$ cat src/rtl/ram_port_arbiter.sv
// Round-robin arbiter that shares the single port of a pointer-addressed byte buffer
// among NUM_REQ requesters. Each transaction takes three cycles: IDLE (arbitrate), ISSUE and CAPTURE.
module ram_port_arbiter #(
    parameter int NUM_REQ = 4,
    parameter int DEPTH   = 2048,
    parameter int LW      = 12
) (
    input  logic                   clk,
    input  logic                   rst,
    input  logic [NUM_REQ-1:0]     i_req,
    input  logic [NUM_REQ-1:0]     i_we,
    input  logic [8*NUM_REQ-1:0]   i_wdata,
    output logic [NUM_REQ-1:0]     o_gnt,
    output logic [NUM_REQ-1:0]     o_nack,
    output logic [NUM_REQ-1:0]     o_rvalid,
    output logic [7:0]             o_rdata,
    output logic [LW-1:0]          o_level,
    output logic                   o_busy,
    output logic                   o_ram_wr_en,
    output logic                   o_ram_rd_en,
    output logic [7:0]             o_ram_data_in,
    input  logic [7:0]             i_ram_data_out,
    output logic [1:0]             o_state
);

    localparam int IW = (NUM_REQ > 1) ? $clog2(NUM_REQ) : 1;

    typedef enum logic [1:0] {IDLE, ISSUE, CAPTURE} state_t;

    state_t               r_state;
    state_t               w_next_state;
    logic [IW-1:0]        r_rr_ptr;
    logic [NUM_REQ-1:0]   r_win_oh;
    logic                 r_we;
    logic                 r_refuse;
    logic [LW-1:0]        r_level;
    logic [NUM_REQ-1:0]   r_gnt;
    logic [NUM_REQ-1:0]   r_nack;
    logic [NUM_REQ-1:0]   r_rvalid;
    logic [7:0]           r_rdata;
    logic                 r_busy;
    logic                 r_ram_wr_en;
    logic                 r_ram_rd_en;
    logic [7:0]           r_ram_data_in;

    logic                 w_found;
    logic [IW:0]          w_idx;
    logic [IW-1:0]        w_win;
    logic [IW-1:0]        w_next_ptr;
    logic [NUM_REQ-1:0]   w_win_oh;
    logic                 w_win_we;
    logic                 w_refuse;
    logic [7:0]           w_win_byte;

    // First requester at or above rr_ptr, wrapping; w_idx stays below 2*NUM_REQ so one subtraction suffices.
    always_comb begin
        w_found = 1'b0;
        w_win   = '0;
        w_idx   = '0;
        for (int k = 0; k < NUM_REQ; k++) begin
            w_idx = {1'b0, r_rr_ptr} + (IW+1)'(k);
            if (w_idx >= (IW+1)'(NUM_REQ))
                w_idx = w_idx - (IW+1)'(NUM_REQ);
            if (!w_found && i_req[w_idx[IW-1:0]]) begin
                w_found = 1'b1;
                w_win   = w_idx[IW-1:0];
            end
        end
    end

    assign w_next_ptr = (w_win == IW'(NUM_REQ - 1)) ? '0 : w_win + IW'(1);
    assign w_win_oh   = NUM_REQ'(1) << w_win;
    assign w_win_we   = i_we[w_win];
    assign w_win_byte = i_wdata[{w_win, 3'b000} +: 8];
    assign w_refuse   = w_win_we ? (r_level == LW'(DEPTH)) : (r_level == '0);

    always_ff @(posedge clk or posedge rst) begin
        if (rst) r_state <= IDLE;
        else     r_state <= w_next_state;
    end

    // A request is a level held by the requester until its gnt pulse; req is only sampled in IDLE.
    always_comb begin
        w_next_state = r_state;
        case (r_state)
            IDLE:    if (|i_req) w_next_state = ISSUE;
            ISSUE:   w_next_state = CAPTURE;
            CAPTURE: w_next_state = IDLE;
            default: w_next_state = IDLE;
        endcase
    end

    always_ff @(posedge clk or posedge rst) begin
        if (rst) begin
            r_rr_ptr      <= '0;
            r_win_oh      <= '0;
            r_we          <= 1'b0;
            r_refuse      <= 1'b0;
            r_level       <= '0;
            r_gnt         <= '0;
            r_nack        <= '0;
            r_rvalid      <= '0;
            r_rdata       <= '0;
            r_busy        <= 1'b0;
            r_ram_wr_en   <= 1'b0;
            r_ram_rd_en   <= 1'b0;
            r_ram_data_in <= '0;
        end else begin
            r_gnt       <= '0;
            r_nack      <= '0;
            r_rvalid    <= '0;
            r_ram_wr_en <= 1'b0;
            r_ram_rd_en <= 1'b0;
            r_busy      <= (w_next_state != IDLE);
            case (r_state)
                IDLE: begin
                    if (|i_req) begin
                        r_win_oh    <= w_win_oh;
                        r_we        <= w_win_we;
                        r_refuse    <= w_refuse;
                        r_rr_ptr    <= w_next_ptr;
                        r_gnt       <= w_win_oh;
                        r_nack      <= w_refuse ? w_win_oh : '0;
                        r_ram_wr_en <= w_win_we && !w_refuse;
                        r_ram_rd_en <= !w_win_we && !w_refuse;
                        if (w_win_we && !w_refuse)
                            r_ram_data_in <= w_win_byte;
                    end
                end
                ISSUE: begin
                    if (!r_refuse)
                        r_level <= r_we ? r_level + LW'(1) : r_level - LW'(1);
                end
                CAPTURE: begin
                    if (!r_we && !r_refuse) begin
                        r_rdata  <= i_ram_data_out;
                        r_rvalid <= r_win_oh;
                    end
                end
                default: ;
            endcase
        end
    end

    assign o_gnt         = r_gnt;
    assign o_nack        = r_nack;
    assign o_rvalid      = r_rvalid;
    assign o_rdata       = r_rdata;
    assign o_level       = r_level;
    assign o_busy        = r_busy;
    assign o_ram_wr_en   = r_ram_wr_en;
    assign o_ram_rd_en   = r_ram_rd_en;
    assign o_ram_data_in = r_ram_data_in;
    assign o_state       = r_state;

endmodule

$ cat config.mk
export PLATFORM = sky130hd
export DESIGN_NAME = ram_port_arbiter
export DESIGN_NICKNAME = d
export VERILOG_FILES = /design/src/rtl/ram_port_arbiter.sv
export SDC_FILE = /design/constraint.sdc
export NUM_CORES = 1
export LEC_CHECK = 0
export ABC_AREA = 1
export CAP_MARGIN = 30
export CORE_MARGIN = 3
export CORE_UTILIZATION = 50
export CTS_BUF_LIST = sky130_fd_sc_hd__clkbuf_4
export DETAILED_ROUTE_END_ITERATION = 8
export PLACE_DENSITY = 0.84
export SYNTH_ARGS = -nofsm -noshare
export SYNTH_HDL_FRONTEND = slang
export SYNTH_SLANG_ARGS = --single-unit
$ cat constraint.sdc
create_clock -name clk -period 5.4 [get_ports clk]
set_input_delay 1.35 -clock clk [delete_from_list [all_inputs] [get_ports clk]]
set_output_delay 1.35 -clock clk [all_outputs]
set_load 0.1 [all_outputs]
## After elaboration in Yosys (flattened, before gate mapping)

Cells that the tools add are included.

| word-level totals | value |
|---|---|
| bits in read-only memories | 0 |
| logic and storage cells | 98 |
| bits of input ports | 50 |
| output and inout bits | 45 |
| memory bits (writable) | 0 |
| memories kept | 0 |
| bits in registers | 53 |
| bits in latches | 0 |

| operators by class | value |
|---|---|
| div/mod/pow operators | 0 |
| muxes and demuxes | 37 |
| add/subtract/negate cells | 10 |
| reduce and logical (&&, ||, !) cells | 21 |
| multipliers | 0 |
| bitwise operators | 1 |
| shift-type cells | 2 |
| eq/ne operators | 4 |
| order comparisons | 9 |

Operators by type and width:

| operator | count |
|---|---|
| $shiftx 32x6->8 | 1 |
| $mux 4 | 7 |
| $mux 2 | 10 |
| $lt 2x3->1 const B | 5 |
| $mux 1 | 13 |
| $add 12x1->12 const B | 1 |
| $eq 12x12->1 const B | 1 |
| $logic_not 12->1 | 1 |
| $mux 12 | 1 |
| $sub 12x1->12 const B | 1 |
| $bmux 1 s2 | 5 |
| $ge 3x3->1 const B | 3 |
| $sub 2x1->2 const B | 4 |
| $logic_not 1->1 | 7 |
| $add 2x2->3 const B | 2 |
| $logic_and 1x1->1 | 6 |
| $reduce_and 2->1 | 3 |
| $eq 2x2->1 const B | 2 |
| $pmux 2 s2 | 1 |
| $reduce_or 4->1 | 1 |
| $shl 1x2->4 const A | 1 |
| $add 2x1->3 const B | 1 |
| $ge 2x3->1 const B | 1 |
| $reduce_and 3->1 | 1 |
| 5 further kinds | 5 |

## Logic depth before layout (Yosys ltp)

Gate-level depths: netlist of the first run.

| logic depth | value |
|---|---|
| word-level depth | 21 |
| gate-level depth with buffers | 18 |
| mapped depth without buffers | 17 |

## Worst setup path before layout of the first run

Ideal clock, no wire load.

| timing | value |
|---|---|
| path type | input -> register |
| start point | in i_req[3] |
| end point | reg r_win_oh[0] |
| path buffers | 1 |
| cell stages on the path | 12 |
| data required time | 5.268 ns |
| arrival | 2.646 ns |
| slack | 2.622 ns |
| setup time | 0.132 ns |
| cell sequence | inv_1 -> nand2_1 -> nand3_2 -> nand2_2 -> nor2_8 -> nand4_1 -> nand2_1 -> buf_2 -> inv_1 -> ha_1 -> nand2_1 -> o21ai_0 |

| between the ends | value |
|---|---|
| word-level cells in the longest chain between the ends | 13 |
| elaborated cells on any way between the ends | 24 |
| classes of those cells | shift (1); mux (15); reduce/logical (8) |

Ends and longest elaborated chain:

| what | RTL line | RTL |
|---|---|---|
| start, declared | 10 | `input logic [NUM_REQ-1:0] i_req,` |
| $bmux 1 s2 | 64 | `if (!w_found && i_req[w_idx[IW-1:0]]) begin` |
| $mux 1 (not written as such) | 64 |  |
| $mux 1 | 64 |  |
| $logic_not 1->1 | 64 |  |
| $logic_and 1x1->1 | 64 |  |
| $mux 1 | 64 |  |
| $logic_not 1->1 | 64 |  |
| $logic_and 1x1->1 | 64 |  |
| $mux 1 | 64 |  |
| $logic_not 1->1 | 64 |  |
| $logic_and 1x1->1 | 64 |  |
| $mux 2 (*) | 64 |  |
| $shl 1x2->4 (*) | 72 | `assign w_win_oh = NUM_REQ'(1) << w_win;` |
| via w_win_oh[0] | 50 | `logic [NUM_REQ-1:0] w_win_oh;` |
| end signal, assigned | 118 | `r_win_oh <= w_win_oh;` |
| end, declared | 33 | `logic [NUM_REQ-1:0] r_win_oh;` |

Mark *: on every way through the listed nets, which the timed path passes. The rest lies on a longest branch. The select of a mux whose other input is x is not followed.
A chain may end at the register's enable or synchronous reset.

## Worst setup path in the final report of the first run

| timing | value |
|---|---|
| start point | in i_req[3] |
| end point | reg r_ram_data_in[4], in the netlist o_ram_data_in[4] |

| between the ends | value |
|---|---|
| word-level cells in the longest chain between the ends | 18 |
| elaborated cells on any way between the ends | 29 |
| classes of those cells | shift (1); mux (18); reduce/logical (10) |

Ends and longest elaborated chain:

| what | RTL line | RTL |
|---|---|---|
| $bmux 1 s2 | 64 |  |
| $mux 1 (not written as such) | 64 |  |
| $mux 1 | 64 |  |
| $logic_not 1->1 | 64 |  |
| $logic_and 1x1->1 | 64 |  |
| $mux 1 | 64 |  |
| $logic_not 1->1 | 64 |  |
| $logic_and 1x1->1 | 64 |  |
| (+2 left out) | - |  |
| $logic_and 1x1->1 | 64 |  |
| $mux 2 | 64 |  |
| $bmux 1 s2 | 73 | `assign w_win_we = i_we[w_win];` |
| $mux 1 (not written as such) | 73 |  |
| $mux 1 | 75 | `assign w_refuse = w_win_we ? (r_level == LW'(DEPTH)) : (r_level == '0);` |
| $logic_not 1->1 | 126 | `if (w_win_we && !w_refuse)` |
| $logic_and 1x1->1 | 126 |  |
| $reduce_and 3->1 (no line) | - |  |
| end signal, assigned | 127 | `r_ram_data_in <= w_win_byte;` |
| end, declared | 44 | `logic [7:0] r_ram_data_in;` |

Parallel ways exist; a longest one is shown, timed or not. The select of a mux whose other input is x is not followed.

==> qor.csv, run 1 <==
stage,metric,value,unit
timing,final setup fails,0,
yosys,Yosys cell types,34,
floorplan,CORE AREA,6100,um^2
timing,RSZ-0062 raised after global routing,no,
finish,Fill cells,486,
yosys,YS warnings,0,
grt,initial antenna violation count,0,
yosys,share of Yosys cell area claimed by the top area cell type,0.411,
yosys,Syn Area/Cell,7.92,um^2
grt,vias in the first global route,2801,
grt,met2 usage,0.362,
finish,Layout Area Growth over Synthesis,31.8,%
yosys,Synth area leader,dfrtp_1,
yosys,sequential area share after synthesis,0.411,
grt,met3 usage,0.0342,
timing,Min Hold Slack,0.507,ns
routing,Routed Antenna Nets,0,
setup_path,crit path DAT,4.62,ns
hold_path,worst min path class,register to register,
grt,GRT met1 Usage,0.254,
timing,min Tclk post-route,4.34,ns
yosys,Syn Inst Count,408,
timing,Worst Max-Slew Pin Slew,1.00,ns
timing,Layout Skew,0.0189,ns
floorplan,Die ar.,7460,um^2
timing,slack of the critical path,1.06,ns
routing,Via density,5.01,
placed_design,input/output buffers,94,
routing,total number of vias,2876,
clock_tree,hold_buf cts,0,
setup_path,crit path max fanout,23,
yosys,post-synthesis instance area,3230,um^2
placed_design,DP Worst Slack,0.714,ns
floorplan,io pins,95,
timing,final setup TNS,0,ns
floorplan,width of the die,86.4,um
finish,multi-input logic area,1670,um^2
setup_path,R2R depth,15,
setup_path,Worst Setup Path Type,input port to register,
floorplan,initial core utilization,0.530,
yosys,"top cells by area, synth","dfrtp_1, nand2_1, nand3_1, ha_1, inv_1",
grt,Total GRT Usage,0.205,
clock_tree,CTS tree,yes,
grt,first-pass GRT wire length,12400,um
setup_path,CP endpoint,o_ram_data_in[4],
setup_path,Reg2Reg Setup Slack,1.80,ns
routing,WL final,7240,um
finish,Layout Nets,563,
timing,final hold vios,0,
yosys,Yosys reg bits,53,
yosys,synthesized net count,473,
hold_path,HP Start,r_win_oh[1],
timing,max-slew violations,0,
floorplan,row count,28,
yosys,dominant synthesized flop cell,dfrtp_1,
clock_tree,CTS Root Cell,clkbuf_4,
clock_tree,clk sink count,53,
placed_design,DP Wirelength,5710,um
clock_tree,H-tree levels,2,
run,max_cap viols,0,
finish,Reg area,1330,um^2
clock_tree,Clock Latency Late Sink,0.38,ns
clock_tree,"Setup Fix Bufs, Post-CTS",0,
clock_tree,Bufs on Longest Clock Path,2,
routing,DRC viols,0,
clock_tree,CTS Buf Count,5,
outcome,status,finished clean,
setup_path,element type at the critical path start,input port,
setup_path,Slowest Stage Delay on Critical Path,0.82,ns
finish,Diodes inserted,0,
routing,1st-iter DRT viols,83,
setup_path,Crit. End Element,register,
grt,total congestion overflow,0,
setup_path,Worst Setup SP,i_req[3],
routing,TritonRoute pass-1 iters,4,
setup_path,CP most frequent cell,nand2_1,
yosys,post-synthesis async set-or-reset flop share,1.00,
timing,Peak Freq,230,MHz
timing,fin crit share,0.804,
timing,max_slew headroom,0.329,
grt,largest net degree at the start of global routing,29,
setup_path,FF-to-FF End,o_ram_data_in[4],
setup_path,crit-path cells,clkdlybuf4s50_1 > inv_1 > nand2_1 > nand3_1 > nand2_1 > inv_1 > nand4_1 > nand2_1 > nand2_1 > nand2_1 > nand3_2 > nand2_2 > nand3_2 > nand2_1 > nand2_1,
placed_design,gp weighted congestion,0.881,
clock_tree,clock slew at reported path FFs,0.15,ns
finish,share of cells above drive strength 1,0.0942,
setup_path,reg2reg start,r_rr_ptr[0],
setup_path,CP max-delay cell,nand2_1,
yosys,Post-synth EDFFs,0,
routing,WL per Instance,12.6,um
floorplan,die height,86.4,um
clock_tree,number of gates resized after cts,0,
grt,grt peak-use layer,met2,
setup_path,worst path required time,5.68,ns
==> per-stage QoR <==
step	cell area, um^2	utilization	cells
final	4260	0.699	574
after global routing	4260	0.699	574
after CTS	4260	0.699	574
after detailed placement	4200	0.689	566
after global placement	4180	0.686	565
after floorplan	3230	-	408
==> synthesized netlist by cell type, types with 3 or more instances <==
master	n
a21oi_1	7
buf_4	3
buf_6	4
clkbuf_1	3
dfrtp_1	53
ha_1	14
inv_1	33
mux2_2	8
nand2_1	143
nand2_2	9
nand2_4	5
nand3_1	44
nand3_2	4
nand4_1	11
nor2_1	14
nor2_2	4
nor3_1	3
nor4_1	4
o21ai_0	15
xnor2_1	4
xor2_1	5
==> worst max-delay path, delay by kind of cell <==
kind / cells / cell delay (ns)
simple gates: 12 / 2.58
buf+inv: 3 / 0.67
==> how the worst min path moves through the flow <==
| stage | end | slack (ns) | depth (start not counted) |
|---|---|---|---|
| 6_report | o_rvalid[1] | 0.51 | 2 |
| 5_1_grt | o_rdata[6] | 0.54 | 1 |
| 4_1_cts | o_rvalid[1] | 0.51 | 2 |
| 3_5_place_dp | o_rvalid[1] | 0.47 | 2 |
| 3_3_place_gp | r_refuse | 0.47 | 2 |
| 2_1_floorplan | r_refuse | 0.45 | 2 |
==> layer usage <==
metal  vias up  routed length, um
met3         6                407
met2        85               3550
met5         -                  0
met1      1280               3180
met4         0                 96
li1       1505                  -
==> cells by family (layout without fill, tap and decap cells) <==
kind of cell / after synthesis / count (layout) / synth area share
AND/OR/NAND/NOR: 245 / 245 / 0.357
flip-flops: 53 / 53 / 0.411
buffers and inverters: 49 / 140 / 0.0713
AO/OA/AOI/OAI: 29 / 29 / 0.0480
adder cells (fa/ha/maj): 15 / 15 / 0.0604
XOR/XNOR: 9 / 9 / 0.0244
multiplexers: 8 / 8 / 0.0279
==> layout make-up <==
cell class	count	area share
multi-input cells	306	0.393
flip-flops and latches	53	0.311
repair buffers	96	0.227
inverters	36	0.0323
well taps	75	0.0220
clock buffers	5	0.00881
clock inverters	3	0.00499
==> sequential cells by signal, summed over array words and instances, names as in the netlist <==
register	count
o_rdata	8
r_we	1
o_rvalid	4
o_ram_data_in	8
o_ram_rd_en	1
r_refuse	1
o_busy	1
o_nack	4
r_rr_ptr	2
r_win_oh	4
o_state	2
o_level	12
o_ram_wr_en	1
o_gnt	4
==> cells in the final DEF, fill, tap and decap left out, drive strengths merged <==
master / instances
o21bai: 1
fa: 1
xor2: 5
clkinv: 1
a21oi: 7
o21ai: 17
nand3b: 1
clkbuf: 5
nor4: 4
nand4: 12
nor2: 19
inv: 37
buf: 2
a31oi: 2
nand2: 157
a21o: 2
nand3: 48
clkdlybuf4s50: 94
xnor2: 4
nor3: 4
ha: 14
mux2: 8
clkinvlp: 1
dfrtp: 53
Power of run 1 is left out: the tool's default activity adds up to more than one toggle a clock period on the data nets, which glitch-free logic cannot reach.
==> run 2, diff against run 1 <==
Settings changed: CORE_UTILIZATION 50 to 49, PLACE_DENSITY 0.84 to 0.82.
Clock period 5.4 ns to 4.54 ns, I/O delays scaled along.
==> qor.csv, run 2 (same netlist as run 1, synthesis figures left out) <==
stage,metric,value,unit,change
outcome,status,finished clean,,
clock_tree,"Setup Fix Bufs, Post-CTS",0,,unchanged
setup_path,worst path required time,4.81,ns,-0.87 ns
clock_tree,hold_buf cts,0,,unchanged
setup_path,element type at the critical path start,input port,,
floorplan,Die ar.,7600,um^2,+1.9%
timing,Worst Max-Slew Pin Slew,1.01,ns,+0.00469 ns
routing,WL per Instance,13.6,um,+8.2%
setup_path,Worst Setup Path Type,input port to register,,
setup_path,Slowest Stage Delay on Critical Path,0.44,ns,-0.38 ns
finish,"commonest non-fill, non-tap cell in the layout",nand2_1,,
clock_tree,CTS tree,yes,,
clock_tree,CTS Root Cell,clkbuf_4,,
routing,Top Layer Used,met4,,
clock_tree,clock slew at reported path FFs,0.15,ns,about the same
setup_path,Reg2Reg Setup Slack,1.64,ns,-0.16 ns
timing,final setup fails,0,,unchanged
clock_tree,clk sink count,53,,unchanged
setup_path,crit path buf inv count,3,,unchanged
setup_path,crit path max fanout,20,,-13%
run,max_cap viols,0,,unchanged
routing,WL final,7860,um,+8.6%
placed_design,input/output buffers,94,,unchanged
setup_path,FF-to-FF End,o_ram_data_in[7],,
routing,Routed Antenna Nets,0,,unchanged
routing,DRC viols,0,,unchanged
timing,max_slew headroom,0.326,,-0.00314
floorplan,width of the die,87.2,um,+0.94%
setup_path,CP max-delay cell,clkdlybuf4s50_1,,
timing,final hold vios,0,,unchanged
floorplan,die height,87.2,um,+0.94%
routing,metal2 WL,3750,um,+5.5%
hold_path,worst min path class,register to register,,
finish,Diodes inserted,0,,unchanged
setup_path,Worst Setup SP,i_req[3],,
timing,min Tclk post-route,3.53,ns,
finish,Fill cells,505,,+3.9%
timing,max-slew violations,0,,unchanged
timing,Layout Skew,0.0152,ns,-0.00369 ns
finish,max reg flops,12,,unchanged
clock_tree,H-tree levels,2,,unchanged
grt,first-pass GRT wire length,12900,um,+4.5%
clock_tree,Clock Latency Late Sink,0.36,ns,-0.02 ns
clock_tree,Bufs on Longest Clock Path,2,,unchanged
placed_design,DP Wirelength,6240,um,+9.3%
grt,total congestion overflow,0,,unchanged
finish,share of cells above drive strength 1,0.0978,,+0.00362
grt,vias in the first global route,2798,,-0.11%
finish,Layout Nets,565,,+0.36%
timing,final setup TNS,0,ns,unchanged
floorplan,row count,28,,unchanged
finish,most frequent cells in the layout,"nand2_1, clkdlybuf4s50_1, dfrtp_1, nand3_1, inv_1",,
timing,RSZ-0062 raised after global routing,no,,
grt,initial antenna violation count,0,,unchanged
routing,total number of vias,2996,,+4.2%
timing,Peak Freq,284,MHz,
placed_design,gp weighted congestion,0.918,,+4.2%
clock_tree,number of gates resized after cts,0,,unchanged
routing,routed wl met3,426,um,+4.7%
floorplan,initial core utilization,0.524,,-0.00602
floorplan,io pins,95,,unchanged
floorplan,CORE AREA,6170,um^2,+1.1%
routing,1st-iter DRT viols,183,,+120%
grt,Total GRT Usage,0.211,,+0.00604
finish,Layout Area Growth over Synthesis,32.3,%,
clock_tree,CTS Buf Count,5,,unchanged
setup_path,Crit. End Element,register,,
timing,fin crit share,0.777,,
setup_path,CP most frequent cell,nand2_1,,
setup_path,R2R depth,16,,+1
setup_path,cell class contributing the biggest share of worst-path delay,simple AND/OR/NAND/NOR gates,,
setup_path,Crit path depth,17,,+2
routing,M1 wire length,3550,um,+12%
routing,Via density,5.20,,+3.8%
setup_path,reg2reg start,r_rr_ptr[0],,
routing,TritonRoute pass-1 iters,5,,+1
setup_path,crit path DAT,3.80,ns,-0.82 ns
setup_path,crit-path cells,clkdlybuf4s50_1 > inv_1 > nand2_1 > nand3_2 > nand2_2 > inv_1 > nand2_1 > nand2_1 > nand2_1 > nand2_1 > nand2_1 > nand2_1 > nand3_2 > nand2_2 > nand3_2 > nand2_1 > nand2_1,,
grt,largest net degree at the start of global routing,43,,+48%
setup_path,CP endpoint,o_ram_data_in[7],,
[run 2: changes by cell type in the layout (fill, tap and decap cells not counted), sizes merged]
cell,previous run,this run
buf,2,4
clkinv,1,0
clkbuf,5,6
inv,37,36
clkinvlp,1,2
[run 2: routing by layer]
metal	vias up	global-route usage
li1	1507	-
met1	1378	0.294
met2	100	0.341
met3	11	0.0322
met4	0	0.0614
met5	-	0
[run 2: final cells by class]
class / instances / area, um^2 / area share
clock buffer: 6 / 45.0 / 0.0105
clock inverter: 2 / 15.0 / 0.00351
inverter: 36 / 138 / 0.0322
multi-input combinational: 306 / 1670 / 0.392
sequential: 53 / 1330 / 0.310
tap: 75 / 93.8 / 0.0219
timing repair buffer: 98 / 983 / 0.230
[run 2: worst register-to-register path, delay by kind of cell (launching register included)]
kind                   cells  cell delay (ns)
and+or+nand+nor           15             2.10
DFF                        1             0.54
buffers and inverters      1             0.17
[run 2: how the worst min path moves through the flow]
stage / start / end / slack (ns) / cells after the start
floorplan: r_refuse / r_refuse / 0.45 / 2
global placement: r_refuse / r_refuse / 0.47 / 2
detailed placement: r_refuse / r_refuse / 0.47 / 2
CTS: r_win_oh[0] / o_rvalid[0] / 0.50 / 2
global route: r_refuse / r_refuse / 0.52 / 2
finish: r_refuse / r_refuse / 0.50 / 2
[run 2: per-stage QoR]
step / cells / hold WS, ns / instance area, um^2 / worst slack, ns / util
floorplan: 408 / 0.449 / 3230 / 1.98 / -
global placement: 567 / 0.466 / 4200 / 0.814 / 0.680
detailed placement: 568 / 0.467 / 4220 / 0.657 / 0.684
CTS: 576 / 0.504 / 4280 / 1.06 / 0.693
global route: 576 / 0.521 / 4280 / 0.728 / 0.693
finish: 576 / 0.499 / 4280 / 1.01 / 0.693
Power of run 2 is left out for the same reason.
